<file path="src/rtl/alu_pkg.sv">
// Shared ALU definitions: mode encodings, default widths, reserved-mode test.
package alu_pkg;

  localparam int DATA_W     = 32;
  localparam int REG_ADDR_W = 5;

  typedef enum logic [3:0] {
    ALU_ADD   = 4'b0000,
    ALU_SUB   = 4'b0001,
    ALU_AND   = 4'b0010,
    ALU_OR    = 4'b0011,
    ALU_XOR   = 4'b0100,
    ALU_NOT   = 4'b0101,
    ALU_SLL   = 4'b0110,
    ALU_SLA   = 4'b0111,
    ALU_SRL   = 4'b1000,
    ALU_SRA   = 4'b1001,
    ALU_ADDS2 = 4'b1010
  } alu_mode_e;

  localparam logic [3:0] ALU_MODE_MAX = 4'b1010;

  // Codes above the last defined mode are reserved.
  function automatic logic mode_reserved(input logic [3:0] m);
    return m > ALU_MODE_MAX;
  endfunction

endpackage

</file>
<file path="src/rtl/operand_fwd_mux.sv">
// Priority operand resolver: r0, retiring ALU result, forward latch, register file.
module operand_fwd_mux #(
  parameter int DATA_W     = 32,
  parameter int REG_ADDR_W = 5
) (
  input  logic [REG_ADDR_W-1:0] src,
  input  logic [DATA_W-1:0]     reg_data,
  input  logic                  retire_wr,
  input  logic [REG_ADDR_W-1:0] retire_rd,
  input  logic [DATA_W-1:0]     retire_data,
  input  logic                  fvalid,
  input  logic [REG_ADDR_W-1:0] fdest,
  input  logic [DATA_W-1:0]     fdata,
  output logic [DATA_W-1:0]     result
);

  // First match wins; the retiring result beats the latch so same-edge updates are never stale.
  always_comb begin
    result = reg_data;
    if (src == '0)
      result = '0;
    else if (retire_wr && retire_rd == src)
      result = retire_data;
    else if (fvalid && fdest == src)
      result = fdata;
  end

endmodule

</file>
<file path="src/rtl/alu_issue.sv">
// Execute-issue stage: resolves operands, holds one instruction driving the ALU,
// latches the last retiring result for forwarding, counts issued instructions.
module alu_issue #(
  parameter int DATA_W     = alu_pkg::DATA_W,
  parameter int REG_ADDR_W = alu_pkg::REG_ADDR_W,
  parameter int IMM_W      = 16,
  parameter int CNT_W      = 32
) (
  input  logic                  clk,
  input  logic                  rst,
  input  logic                  in_valid,
  output logic                  in_ready,
  input  logic [3:0]            in_mode,
  input  logic [REG_ADDR_W-1:0] in_rs,
  input  logic [REG_ADDR_W-1:0] in_rt,
  input  logic [DATA_W-1:0]     in_rs_data,
  input  logic [DATA_W-1:0]     in_rt_data,
  input  logic [IMM_W-1:0]      in_imm,
  input  logic                  in_use_imm,
  input  logic                  in_wr,
  input  logic [REG_ADDR_W-1:0] in_rd,
  output logic                  out_valid,
  input  logic                  out_ready,
  output logic [DATA_W-1:0]     operand1,
  output logic [DATA_W-1:0]     operand2,
  output logic [3:0]            mode,
  output logic                  en,
  input  logic [DATA_W-1:0]     alu_result,
  output logic                  out_wr,
  output logic [REG_ADDR_W-1:0] out_rd,
  output logic                  illegal,
  output logic [CNT_W-1:0]      issued_count
);
  import alu_pkg::*;

  typedef struct packed {
    logic [DATA_W-1:0]     op1;
    logic [DATA_W-1:0]     op2;
    logic [3:0]            mode;
    logic [REG_ADDR_W-1:0] rd;
    logic                  wr;
    logic                  ill;
  } ereg_t;

  logic                  e_valid;
  ereg_t                 e_q;
  logic                  f_valid;
  logic [REG_ADDR_W-1:0] f_dest;
  logic [DATA_W-1:0]     f_data;
  logic                  in_fire, out_fire, retire_wr;
  logic [DATA_W-1:0]     rs_val, rt_val, imm_ext;

  assign in_ready  = ~e_valid | out_ready;
  assign in_fire   = in_valid & in_ready;
  assign out_fire  = e_valid & out_ready;
  assign retire_wr = out_fire & out_wr;
  assign imm_ext   = {{(DATA_W-IMM_W){in_imm[IMM_W-1]}}, in_imm};

  operand_fwd_mux #(.DATA_W(DATA_W), .REG_ADDR_W(REG_ADDR_W)) u_rs_mux (
    .src(in_rs), .reg_data(in_rs_data),
    .retire_wr(retire_wr), .retire_rd(out_rd), .retire_data(alu_result),
    .fvalid(f_valid), .fdest(f_dest), .fdata(f_data), .result(rs_val)
  );

  operand_fwd_mux #(.DATA_W(DATA_W), .REG_ADDR_W(REG_ADDR_W)) u_rt_mux (
    .src(in_rt), .reg_data(in_rt_data),
    .retire_wr(retire_wr), .retire_rd(out_rd), .retire_data(alu_result),
    .fvalid(f_valid), .fdest(f_dest), .fdata(f_data), .result(rt_val)
  );

  // Output register: load on accept, empty on retire with nothing behind it.
  always_ff @(posedge clk or posedge rst) begin
    if (rst) begin
      e_valid <= 1'b0;
      e_q     <= '0;
    end else if (in_fire) begin
      e_valid  <= 1'b1;
      e_q.op1  <= rs_val;
      e_q.op2  <= in_use_imm ? imm_ext : rt_val;
      e_q.mode <= in_mode;
      e_q.rd   <= in_rd;
      e_q.wr   <= in_wr;
      e_q.ill  <= mode_reserved(in_mode);
    end else if (out_fire) begin
      e_valid <= 1'b0;
    end
  end

  // Forward latch: remember the last real register write that retired.
  always_ff @(posedge clk or posedge rst) begin
    if (rst) begin
      f_valid <= 1'b0;
      f_dest  <= '0;
      f_data  <= '0;
    end else if (retire_wr && out_rd != '0) begin
      f_valid <= 1'b1;
      f_dest  <= out_rd;
      f_data  <= alu_result;
    end
  end

  // Issue counter, wraps naturally.
  always_ff @(posedge clk or posedge rst) begin
    if (rst)          issued_count <= '0;
    else if (in_fire) issued_count <= issued_count + 1'b1;
  end

  assign out_valid = e_valid;
  assign operand1  = e_q.op1;
  assign operand2  = e_q.op2;
  assign mode      = e_q.mode;
  assign out_rd    = e_q.rd;
  assign illegal   = e_valid & e_q.ill;
  assign en        = e_valid & ~e_q.ill;
  assign out_wr    = e_valid & e_q.wr & ~e_q.ill;

endmodule

</file>
<file path="config.mk">
export PLATFORM = sky130hd
export DESIGN_NAME = alu_issue
export DESIGN_NICKNAME = d
export VERILOG_FILES = /design/src/rtl/alu_pkg.sv /design/src/rtl/operand_fwd_mux.sv /design/src/rtl/alu_issue.sv
export SDC_FILE = /design/constraint.sdc
export NUM_CORES = 1
export LEC_CHECK = 0
export ABC_AREA = 1
export CAP_MARGIN = 0
export CORE_MARGIN = 2
export CORE_UTILIZATION = 42
export DETAILED_ROUTE_END_ITERATION = 6
export PLACE_DENSITY_LB_ADDON = 0.2
export SETUP_SLACK_MARGIN = 0.15
export SYNTH_ARGS = -nofsm -noshare
export SYNTH_HDL_FRONTEND = slang
export SYNTH_HIERARCHICAL = 1
export SYNTH_SLANG_ARGS = --single-unit
</file>
<file path="constraint.sdc">
create_clock -name clk -period 7.4 [get_ports clk]
set_clock_uncertainty 0.15 [all_clocks]
set_input_delay 1.11 -clock clk [delete_from_list [all_inputs] [get_ports clk]]
set_output_delay 1.11 -clock clk [all_outputs]
set_load 0.03 [all_outputs]
</file>
## Word level (Yosys, flattened, before mapping)

Cells that the tools add are included.

| storage, ports and cells | value |
|---|---|
| input port bits | 137 |
| output and inout bits | 110 |
| bits in registers | 146 |
| logic and storage cells | 45 |

| cells by class | value |
|---|---|
| equality and inequality tests | 4 |
| reductions and logical operators | 9 |
| mux-type cells | 9 |
| add/sub/neg operators | 1 |
| magnitude comparators | 1 |
| bitwise logic cells | 10 |

Operators by type and width:

| cell | count |
|---|---|
| $mux 32 | 7 |
| $add 32x1->32 const B | 1 |
| $eq 5x5->1 | 4 |
| $logic_not 5->1 | 2 |
| $and 1x1->1 | 7 |
| $logic_and 1x1->1 | 5 |
| $reduce_bool 5->1 | 1 |
| $gt 4x4->1 const B | 1 |
| $mux 1 | 2 |
| $not 1->1 | 2 |
| $reduce_bool 2->1 | 1 |
| $or 1x1->1 | 1 |

## Depth between registers and ports, before layout

| depth | value |
|---|---|
| depth after elaboration | 7 |
| depth in mapped cells | 16 |
| mapped depth without buffers | 15 |

## Hierarchy

The synthesis kept the hierarchy.

By module, submodules not included:

| module | cells each | instances | area each (µm²) | sequential area each (µm²) |
|---|---|---|---|---|
| alu_issue | 892 | 1 | 7,158.1 | 3,653.5 |
| operand_fwd_mux | 299 | 2 | 1,411.4 | 0.0 |

## Least setup slack after synthesis

No wires, ideal clock.

| timing | value |
|---|---|
| path type | in2out |
| start point | input port out_ready |
| end point | output port in_ready |
| buffers on the path | 0 |
| cell stages on the path | 2 |
| arrival | 1,404 ps |
| data required time | 6,140 ps |
| setup slack | 4,736 ps |
| path through | inv_2 nand2_1 |

| on the way | value |
|---|---|
| word-level cells in the longest chain between the ends | 1 |

Ends and longest elaborated chain:

| item | line | RTL |
|---|---|---|
| from (decl) | alu_issue.sv:23 | `input logic out_ready,` |
| $or 1x1->1 | alu_issue.sv:53 | `assign in_ready = ~e_valid \| out_ready;` |
| to (decl) | alu_issue.sv:12 | `output logic in_ready,` |

No other way between the ends.

## Final worst setup path

| timing | value |
|---|---|
| start point | input port in_rt[3] |
| end point | register e_q (netlist bit operand2[11]) |

| on the way | value |
|---|---|
| word-level cells in the longest chain between the ends | 6 |
| elaborated cells between the ends (all ways) | 9 |
| classes of those cells | 2 x eq/ne; 4 x mux; 3 x reduce/logical |

Ends and longest elaborated chain:

| item | line | RTL |
|---|---|---|
| from (decl) | alu_issue.sv:15 | `input logic [REG_ADDR_W-1:0] in_rt,` |
| $eq 5x5->1 | operand_fwd_mux.sv:24 | `else if (fvalid && fdest == src)` |
| $logic_and 1x1->1 | operand_fwd_mux.sv:24 |  |
| $mux 32 | operand_fwd_mux.sv:24 |  |
| $mux 32 | operand_fwd_mux.sv:22 | `else if (retire_wr && retire_rd == src)` |
| $mux 32 * | operand_fwd_mux.sv:20 | `if (src == '0)` |
| net rt_val[11] | alu_issue.sv:51 | `logic [DATA_W-1:0] rs_val, rt_val, imm_ext;` |
| $mux 32 * | alu_issue.sv:79 | `e_q.op2 <= in_use_imm ? imm_ext : rt_val;` |
| to (decl) | alu_issue.sv:46 | `ereg_t e_q;` |

Mark *: on every way through the listed nets, which the timed path passes. The rest lies on a longest branch.
A chain may end at the register's enable or synchronous reset.

==> results.yml <==
run_status:
  status: "finished clean"
worst_setup_path:
  rrSetupSlack_ns: 4.36
  rr_startpoint: "out_valid"
  worst_path_max_delay_cell: "nor2_4"
  crit_top_cell: "nand2_1"
  crit_buf_inv: 3
  required_ns: 7.53
  crit_fanout: 33
  path_class: "in -> reg"
  cp-start-kind: "input port"
  critPathLaunch: "in_rt[3]"
  cp_num_cells: 12
  cp-endpoint: "operand2[11]"
  path_cells: "clkdlybuf4s50_1 -> inv_2 -> nand2_1 -> nand2_1 -> nor2_4 -> nand3_4 -> nand2_1 -> nand3_1 -> nand2_1 -> inv_1 -> o21ai_0 -> o21ai_0"
  cp-end-kind: "flip-flop"
  cp.arrival_ns: 3.97
  critical_path.top_delay_family: "simple AND/OR/NAND/NOR gates"
  reg2reg_to: "operand2[27]"
  slowest_delay_ns: 0.81
  r2r.worst_path.cells: 15
placement:
  io_buffers: 246
  dp.final_hpwl_um: 20200
  place_inst: 1918
  pre_cts_ws_ns: 3.17
  gp_congestion: 0.884
synth:
  synth_common_cells: "nand2_1 (517), inv_1 (184), dfrtp_1 (146), nor2_1 (146), nand3_1 (92)"
  synth_seq_area_share_pct: 36.6
  yosysMostFrequentCell: "nand2_1"
  yosysTopAreaCell: "dfrtp_1"
  yosysUniqueCellTypes: 28
  synthFlopType: "dfrtp_1"
  syn_avg_cell_area_sq_um: 6.70
  ys.warnings.count: 6
  synth.top_cell.area_share_pct: 36.6
  synth-edff-count: 0
  syn_area_sq_um: 9980
  syn_inst: 1490
  syn_nets: 1628
  yosys-top-cells-area: "dfrtp_1 (37%), nand2_1 (19%), inv_1 (6.9%)"
  ys_seq_elements: 146
  ys_async_sr_fraction_pct: 100
clock_tree:
  cts_max_level: 4
  cts_setup_buffers: 0
  cts_tree: "done"
  ctsResizeCount: 0
  clk_pin_slew_worst_paths_ns: 0.06
  holdBufCountCts: 0
  cts_max_path_buffers: 2
  root_buffer: "clkbuf_16"
  clock-sinks: 146
  clkLatencyLatePin_ns: 0.42
  numCtsBuffers: 17
die:
  initial_utilization_pct: 42.6
  placementRows: 56
  dieArea_sq_um: 25000
  fp.dieH_um: 158
  coreArea_sq_um: 23400
  ioPinCount: 247
  die_w_um: 158
min_path:
  hp-class: "reg -> reg"
timing:
  period_minus_slack_ns: 3.84
  final.setup.tns_ns: 0
  max_slew_margin_pct: 30.6
  tightest_slew_ns: 1.04
  whs_ns: 0.327
  final_max_slew_viol_count: 0
  fin_crit_sh_pct: 51.9
  setup_viol: 0
  hold_viol_final: 0
  grt_setup_unrepaired: "false"
  fin_ws_ns: 3.56
  max_freq_mhz: 260
detailed_routing:
  drc: 0
  firstDrtPassIters: 5
  avgViaCountPerCell: 4.86
  drtAntennaViolNets: 0
  wl_um: 30200
  dr.first_iter.drc_count: 670
  drt-wirelength-per-cell_um: 15.5
  via_count: 9474
power_and_ir_drop:
  vdd_drop_max_mv: 0.143
  pwr_density_cell_nw_per_um2: 250
  p_leak_nw: 6.38
finish:
  multi_input_area_sq_um: 4610
  fin_cells: 1951
  fin_nets: 1756
  fill_cells: 2368
  synthToLayoutAreaGrowth_pct: 26.1
  drive_gt1_share_pct: 8.28
  seqCellArea_sq_um: 3650
global_route:
  grt_pass1_vias: 9113
  grt_pass1_wl_um: 47600
  grt_util_all_layers_pct: 24.4
  grt_max_degree: 84
  use_met1_pct: 32.8
  grt_antenna_before_repair: 3
  grt_overflow_total: 0
  use_met2_pct: 39.3
  grt_most_used_layer: "met2"
  met3_usage_pct: 5.53
flow_run:
  maxCapViolCount: 0
==> routing by layer <==
metal  wire [um]  up-vias
met4         551        2
met1       13900     4328
met2       13600      326
met5          13        -
met3        2200       36
li1            -     4782
==> cell families (layout without fill, tap and decap cells) <==
family / after synthesis / in the layout / synth area share, %
AOI/OAI and AO/OA: 100 / 100 / 5.84
xor gates and xnor gates: 10 / 10 / 0.877
adders and majority gates: 1 / 1 / 0.125
buffers and inverters: 343 / 484 / 17.6
DFF: 146 / 146 / 36.6
other: 0 / 1 / 0
and+or+nand+nor: 890 / 890 / 39.0
==> layout by cell type (no fill, tap or decap), types with 17 or more instances in the layout <==
master and count:
nand2_1 517, clkdlybuf4s50_1 245, inv_1 183, nor2_1 146, dfrtp_1 146, nand3_1 92
nand4_1 67, o21ai_0 67, nor2_2 41, o21ai_2 20, clkbuf_16 17
==> through the flow <==
step | util [%] | power (mW) | cell area [sq um]
detailed placement | 51.0 | 2.18 | 11900
global route | 53.8 | 3.33 | 12600
CTS | 53.8 | 3.17 | 12600
finish | 53.8 | 3.15 | 12600
floorplan | - | 1.86 | 9980
global placement | 51.0 | 2.17 | 11900
==> where the power goes <==
part           internal (mW)  switching, mW  leakage, nW
logic                  0.394          0.690         4.22
clock network          0.603          0.372        0.319
registers              0.959          0.134         1.84
==> state kept, by name (all words and copies together) (netlist names) <==
name	cells
out_rd	5
f_data	32
e_q	2
mode	4
f_valid	1
operand2	32
issued_count	32
f_dest	5
out_valid	1
operand1	32
==> worst min path at each step <==
stage | start | to | slack [ns] | depth (start not counted)
6_report | mode[1] | mode[1] | 0.33 | 2
5_1_grt | operand1[18] | operand1[18] | 0.35 | 2
4_1_cts | operand1[15] | operand1[15] | 0.33 | 2
3_5_place_dp | operand1[15] | operand1[15] | 0.32 | 2
3_3_place_gp | operand1[17] | operand1[17] | 0.31 | 2
2_1_floorplan | mode[0] | mode[0] | 0.30 | 2
==> tightest hold or removal path: cells and delay by family (launching register included) <==
kind	cells	cell delay [ns]
DFF	1	0.34
and+or+nand+nor	2	0.10
==> layout make-up <==
cell class	count	share of cell area, %
antenna	1	0.0199
clock buffer	17	3.38
clock inverter	15	1.82
inverter	196	5.88
multi-input combinational	1001	36.6
sequential	146	29.0
tap	319	3.17
timing repair buffer	256	20.1
Power figures use the tool's default switching activity.
